===== config.mk =====
export PLATFORM = sky130hd
export DESIGN_NAME = pipeline_hazard_controller
export DESIGN_NICKNAME = d
export VERILOG_FILES = /design/src/rtl/mips_pipeline_pkg.sv /design/src/rtl/load_use_detect.sv /design/src/rtl/pipeline_hazard_controller.sv
export SDC_FILE = /design/constraint.sdc
export NUM_CORES = 1
export LEC_CHECK = 0
export CAP_MARGIN = 20
export CORE_AREA = 5 5 68 70
export CTS_CLUSTER_DIAMETER = 50
export DETAILED_ROUTE_END_ITERATION = 7
export DIE_AREA = 0 0 73 75
export MAX_ROUTING_LAYER = met4
export PLACE_DENSITY = 0.75
export SLEW_MARGIN = 20
export SYNTH_ARGS = -nofsm -noshare
export SYNTH_HDL_FRONTEND = slang
export SYNTH_HIERARCHICAL = 1
export SYNTH_SLANG_ARGS = --single-unit

===== constraint.sdc =====
create_clock -name clk -period 3.1 [get_ports clk]
set_input_delay 0.775 -clock clk [delete_from_list [all_inputs] [get_ports clk]]
set_output_delay 0.775 -clock clk [all_outputs]
set_load 0.02 [all_outputs]

===== src/rtl/mips_pipeline_pkg.sv =====
// Shared types and constants for the 5-stage MIPS pipeline control blocks.
package mips_pipeline_pkg;

    localparam int REG_ADDR_W = 5;
    localparam logic [REG_ADDR_W-1:0] REG_ZERO = 5'd0;

    // Hazard sequencer states.
    typedef enum logic {
        RUN       = 1'b0,
        MULT_WAIT = 1'b1
    } hz_state_e;

    // A write to $zero never creates a dependency, so it never matches.
    function automatic logic reg_match(input logic [REG_ADDR_W-1:0] dst,
                                       input logic [REG_ADDR_W-1:0] src);
        reg_match = (dst != REG_ZERO) && (dst == src);
    endfunction

endpackage


===== src/rtl/load_use_detect.sv =====
// Combinational load-use dependency compare between the load in EX and the
// instruction in ID. Kept standalone so forwarding logic can reuse it.
module load_use_detect
    import mips_pipeline_pkg::*;
(
    input  logic                  mem_read_i,
    input  logic [REG_ADDR_W-1:0] load_rt_i,
    input  logic [REG_ADDR_W-1:0] id_rs_i,
    input  logic [REG_ADDR_W-1:0] id_rt_i,
    input  logic                  id_uses_rt_i,
    output logic                  lu_o
);

    // Stall when the loaded register feeds Rs, or Rt if ID actually reads it.
    always_comb begin
        lu_o = 1'b0;
        if (mem_read_i) begin
            lu_o = reg_match(load_rt_i, id_rs_i) ||
                   (id_uses_rt_i && reg_match(load_rt_i, id_rt_i));
        end else begin
            lu_o = 1'b0;
        end
    end

endmodule


===== src/rtl/pipeline_hazard_controller.sv =====
// Stall/flush sequencer for the 5-stage MIPS pipeline. State advances on the
// falling clock edge, together with the pipeline registers it controls.
module pipeline_hazard_controller
    import mips_pipeline_pkg::*;
#(
    parameter int MULT_CYCLES = 4,
    parameter int CNT_W       = 16
) (
    input  logic                  clk,
    input  logic                  reset,
    input  logic                  IDEX_MemRead,
    input  logic [REG_ADDR_W-1:0] IDEX_Rt,
    input  logic [REG_ADDR_W-1:0] IFID_Rs,
    input  logic [REG_ADDR_W-1:0] IFID_Rt,
    input  logic                  IFID_UsesRt,
    input  logic                  BranchTaken,
    input  logic                  MultStart,
    input  logic                  ClearCount,
    output logic                  PC_enable,
    output logic                  IFID_enable,
    output logic                  IFID_flush,
    output logic                  IDEX_enable,
    output logic                  IDEX_bubble,
    output logic                  EXMEM_enable,
    output logic                  EXMEM_bubble,
    output logic                  MEMWB_enable,
    output logic                  MultBusy,
    output logic [CNT_W-1:0]      StallCount
);

    // cnt is loaded with the remaining freeze cycles after the MultStart cycle.
    localparam logic [3:0] MULT_LOAD = 4'(MULT_CYCLES - 1);

    hz_state_e         state_q, state_d;
    logic [3:0]        cnt_q, cnt_d;
    logic [CNT_W-1:0]  stall_cnt_q, stall_cnt_d;
    logic              lu_s;

    load_use_detect u_lu (
        .mem_read_i   (IDEX_MemRead),
        .load_rt_i    (IDEX_Rt),
        .id_rs_i      (IFID_Rs),
        .id_rt_i      (IFID_Rt),
        .id_uses_rt_i (IFID_UsesRt),
        .lu_o         (lu_s)
    );

    assign EXMEM_enable = 1'b1;
    assign MEMWB_enable = 1'b1;
    assign StallCount   = stall_cnt_q;

    // Next-state decode and pipeline control; reset forces a free-running pipe.
    always_comb begin
        state_d      = state_q;
        cnt_d        = cnt_q;
        PC_enable    = 1'b1;
        IFID_enable  = 1'b1;
        IFID_flush   = 1'b0;
        IDEX_enable  = 1'b1;
        IDEX_bubble  = 1'b0;
        EXMEM_bubble = 1'b0;
        MultBusy     = 1'b0;
        if (!reset) begin
            state_d = RUN;
            cnt_d   = 4'd0;
        end else begin
            case (state_q)
                RUN: begin
                    if (BranchTaken) begin
                        // Both younger instructions are wrong-path: squash them.
                        IFID_flush  = 1'b1;
                        IDEX_bubble = 1'b1;
                    end else if (MultStart) begin
                        PC_enable    = 1'b0;
                        IFID_enable  = 1'b0;
                        IDEX_enable  = 1'b0;
                        EXMEM_bubble = 1'b1;
                        cnt_d        = MULT_LOAD;
                        state_d      = MULT_WAIT;
                    end else if (lu_s) begin
                        // One bubble suffices: the load reaches MEM next cycle.
                        PC_enable   = 1'b0;
                        IFID_enable = 1'b0;
                        IDEX_bubble = 1'b1;
                    end else begin
                        state_d = RUN;
                    end
                end
                MULT_WAIT: begin
                    MultBusy = 1'b1;
                    if (cnt_q != 4'd0) begin
                        PC_enable    = 1'b0;
                        IFID_enable  = 1'b0;
                        IDEX_enable  = 1'b0;
                        EXMEM_bubble = 1'b1;
                        cnt_d        = cnt_q - 4'd1;
                    end else begin
                        // Multiply leaves EX this cycle; pipeline runs freely.
                        state_d = RUN;
                    end
                end
                default: begin
                    state_d = RUN;
                    cnt_d   = 4'd0;
                end
            endcase
        end
    end

    // Saturating count of frozen-PC cycles; clear wins over increment.
    always_comb begin
        stall_cnt_d = stall_cnt_q;
        if (ClearCount) begin
            stall_cnt_d = '0;
        end else if (!PC_enable && !(&stall_cnt_q)) begin
            stall_cnt_d = stall_cnt_q + {{(CNT_W-1){1'b0}}, 1'b1};
        end else begin
            stall_cnt_d = stall_cnt_q;
        end
    end

    // Sequencer registers, updated with the pipeline registers on the falling edge.
    always_ff @(negedge clk or negedge reset) begin
        if (!reset) begin
            state_q     <= RUN;
            cnt_q       <= 4'd0;
            stall_cnt_q <= '0;
        end else begin
            state_q     <= state_d;
            cnt_q       <= cnt_d;
            stall_cnt_q <= stall_cnt_d;
        end
    end

endmodule

## Yosys cells after proc, flatten, opt, wreduce, memory -nomap -nowiden

Cells that the tools add are included.

| cells by class | value |
|---|---|
| $add $sub $neg | 2 |
| equal/unequal tests | 5 |
| multiplexer cells | 33 |
| bitwise logic cells | 1 |
| reduce and logical (&&, ||, !) cells | 12 |

Operator list:

| kind | count |
|---|---|
| two-way mux 16 bit | 2 |
| two-way mux 1 bit | 23 |
| adder 16 x 1 -> 16 bit, second input constant | 1 |
| two-way mux 4 bit | 4 |
| AND reduction 16 bit | 1 |
| == test 5 bit | 2 |
| case mux 4 bit (2 select lines) | 1 |
| inequality test 3 bit, second input constant | 2 |
| case mux 1 bit (2 select lines) | 3 |
| nonzero test 5 bit | 1 |
| logical AND 1 bit | 4 |
| nonzero test 4 bit | 1 |
| subtractor 4 x 1 -> 4 bit, second input constant | 1 |
| inequality test 3 x 2 -> 1 bit, second input constant | 1 |
| AND reduction 3 bit | 1 |
| zero test 1 bit | 2 |
| nonzero test 2 bit | 1 |
| logical OR 1 bit | 1 |
| inverter 1 bit | 1 |

| word-level totals | value |
|---|---|
| flip-flop bits (word level) | 21 |
| input bits | 22 |
| output and inout bits | 25 |
| logic and storage cells | 56 |

## Longest topological paths before layout

| depth | value |
|---|---|
| depth after elaboration | 14 |
| gate-level depth with buffers | 11 |
| mapped depth without buffers | 9 |

## Cells and area by module

The synthesis kept the hierarchy.

Modules (own cells, without submodules):

| module | times used | cells each | area an instance (um^2) | seq. area each (um^2) |
|---|---|---|---|---|
| pipeline_hazard_controller | 1 | 148 | 1362.6 | 525.5 |
| load_use_detect | 1 | 17 | 132.6 | 0.0 |

==> results.py <==
metrics = {
    "status": {
        "status": "finished, violations left",
        "violations": "setup timing",
    },
    "layout": {
        "syn_to_final_growth_pct": 88.5,
        "multi_input_area_um2": 1190,
        "layout_common_cells": "buf_4, buf_6, dfrtn_1",
        "post-route-util": 0.720,
        "seqCellArea_um2": 526,
        "fin_nets": 287,
        "num_antenna_cells": 0,
        "mostFrequentLayoutCell": "buf_4",
        "fillers": 280,
        "drive_above_1_share": 0.575,
    },
    "setup_path": {
        "timing.rr.end": "StallCount[10]$_DFFE_NN0P_",
        "crit_required_ps": 1680,
        "cp_max_fo": 4,
        "cpPeakStageDelay_ps": 530,
        "cp-start-kind": "input pin",
        "crit_type": "in -> reg",
        "reg2reg_from": "StallCount[0]$_DFFE_NN0P_",
        "slowest_stage": "or4_4",
        "worst_r2r_path_depth": 7,
        "worstPathCellList": "buf_8 > or4_4 > o21ai_2 > a21oi_2 > o21ba_4 > o211a_4 > buf_6 > nand4_1 > mux2_4",
        "timing.critical_path.buf_inv": 2,
        "path_delay_family": "compound AO/OA/AOI/OAI gates",
        "regToRegSetupSlack_ps": 720,
        "crit_arrival_ps": 2650,
        "critPathCaptureType": "register",
    },
    "sta": {
        "hold_viol_final": 0,
        "setup_ws_ps": -968,
        "tightest_slew_ps": 584,
        "clock-skew-final_ps": 2.13,
        "setup_viol": 39,
        "slew_violations": 0,
        "rsz0062_at_grt": "yes",
        "slew_headroom": 0.606,
    },
    "clocking": {
        "postCtsHoldBufs": 0,
        "clkLatencyLatePin_ps": 280,
        "cts-root-buf": "clkbuf_8",
        "cts_tree": "done",
        "clkTransAtPathRegs_ps": 60,
        "ctsLongestPathBuffers": 2,
        "h-tree-depth": 1,
        "cts_buffers": 3,
        "clkSinkCount": 21,
    },
    "routing": {
        "wl_per_cell_um": 18.2,
        "drc_errors": 0,
        "detail_route.vias_per_cell": 5.52,
        "drt_iter0_drc": 81,
        "antenna_left": 0,
        "vias": 1716,
        "routed_wl_um": 5660,
        "first_pass_iters": 4,
    },
    "yosys": {
        "syn_inst": 165,
        "synth_cell_type_count": 40,
        "yosys_warnings": 6,
        "ys_seq_area_frac": 0.351,
        "post_synth_instance_area_um2": 1500,
        "syn_area_per_cell_um2": 9.06,
        "ys_ff_latch": 21,
    },
    "place": {
        "port_buffers": 44,
        "pre_cts_ws_ps": -1650,
        "hpwl_um": 3390,
        "gp_congestion": 0.833,
    },
    "run": {
        "cap_violations": 0,
    },
    "floorplan": {
        "dieWidth_um": 73,
        "core_region_area_um2": 3910,
        "die-area_um2": 5480,
        "io_pins": 47,
        "initial_utilization": 0.382,
        "die_y_um": 75,
        "rows": 23,
    },
    "global_routing": {
        "grt_usage": 0.207,
        "grt_overflow": 0,
        "grt_pass1_vias": 1720,
        "grt_pass1_wl_um": 8470,
        "antenna_found_initial": 0,
        "grt_max_degree": 30,
    },
    "min_path": {
        "whs_endpoint": "cnt_q[0]$_DFFE_NN0P_",
        "hold_depth": 2,
        "worstHoldStart": "cnt_q[0]$_DFFE_NN0P_",
        "hold_path_class": "reg -> reg",
    },
    "pwr": {
        "power.leakage_nw": 1.23,
        "powerDensity_nw_per_um2": 259,
        "peakVddDrop_mv": 0.199,
    },
}
cell type report:
class	count	share of cell area
Timing Repair Buffer	100	0.336
Tap cell	50	0.0222
Clock inverter	1	0.00266
Timing Repair inverter	2	0.00444
Clock buffer	3	0.0146
Inverter	6	0.0115
Multi-Input combinational cell	128	0.422
Sequential cell	21	0.186
timing repair:
item,in CTS,in global routing
pin swaps,28,16
endpoints found under the setup margin,44,44
gates cloned,2,1
buffers inserted,9,9
resized for setup,228,36
how the worst max path moves through the flow:
| stage | from | to | cells past startpoint |
|---|---|---|---|
| after CTS | IFID_Rt[3] | StallCount[6]$_DFFE_NN0P_ | 10 |
| after global routing | IDEX_Rt[4] | StallCount[13]$_DFFE_NN0P_ | 12 |
| final | IDEX_Rt[4] | StallCount[10]$_DFFE_NN0P_ | 9 |
| after global placement | IDEX_Rt[2] | StallCount[6]$_DFFE_NN0P_ | 10 |
| after detailed placement | IDEX_Rt[2] | StallCount[6]$_DFFE_NN0P_ | 10 |
| after floorplan | IDEX_Rt[2] | StallCount[6]$_DFFE_NN0P_ | 10 |
per-stage QoR:
step | setup TNS [ps] | std cells | area [um^2] | hold WS [ps] | power (W)
2_1_floorplan | -18330 | 166 | 1560 | 481 | 0.000382
3_3_place_gp | -35690 | 287 | 2300 | 577 | 0.000476
3_5_place_dp | -36910 | 287 | 2300 | 587 | 0.000481
4_1_cts | -19970 | 302 | 2600 | 587 | 0.000705
5_1_grt | -22040 | 311 | 2820 | 605 | 0.000770
6_report | -19920 | 311 | 2820 | 584 | 0.000730
state kept, by name, summed over array words and instances, names as in the netlist:
name and count:
StallCount 16, state_q 1, cnt_q 4
power by group:
group	internal, W	switching, W	leakage, nW	total (W)
Clock	0.0000911	0.0000995	0.0217	0.000191
Combinational	0.000134	0.000118	0.916	0.000252
Sequential	0.000283	0.00000469	0.290	0.000288
cell families after synthesis:
group                      synth area share
DFF                                   0.351
other                               0.00251
xor gates and xnor gates             0.0586
muxes                                0.0377
and+or+nand+nor                       0.318
AOI/OAI and AO/OA                     0.154
buffers and inverters                0.0527
adders and majority gates            0.0251
worst reg2reg max path, cell delays in order, from the launching register on:
cell and delay, ps:
dfrtn_1 420, buf_4 110, buf_4 120, ha_1 250, nand4_4 210, or4_1 650, nand4_1 150, mux2_4 300
per-layer routing:
metal / track usage / wire length, um / vias to the layer above
met5: - / 0 / -
met4: 0.0717 / 119 / 0
met3: 0.0227 / 195 / 12
met2: 0.353 / 3050 / 60
met1: 0.256 / 2290 / 832
li1: - / - / 812
synth_stat cells:
master	instances	share of area
a21boi_0	2	0.010
a21oi_1	12	0.040
a31oi_1	1	0.0042
and2_1	3	0.013
and3b_1	1	0.0059
and4_1	4	0.023
buf_2	3	0.010
buf_4	3	0.015
clkbuf_1	5	0.013
conb_1	1	0.0025
dfrtn_1	21	0.35
ha_1	3	0.025
inv_1	6	0.015
mux2_2	5	0.038
nand2_1	6	0.015
nand3_1	10	0.033
nand4_1	7	0.029
nand4_4	1	0.014
nand4bb_2	1	0.011
nor2_1	6	0.015
nor2b_1	7	0.029
nor3_1	4	0.013
nor3b_1	3	0.015
nor4_1	4	0.017
nor4_2	1	0.0084
nor4b_1	1	0.0059
nor4bb_1	1	0.0067
o211a_1	1	0.0067
o211a_4	1	0.012
o21a_1	1	0.0050
o21ai_0	6	0.020
o21ai_1	1	0.0033
o21ba_2	1	0.0067
o31ai_1	8	0.040
o41ai_1	1	0.0059
or2_2	1	0.0042
or3_1	2	0.0084
or4_1	10	0.050
xnor2_1	3	0.018
xor2_1	7	0.041
No activity file was read; power rests on OpenSTA's default activity.
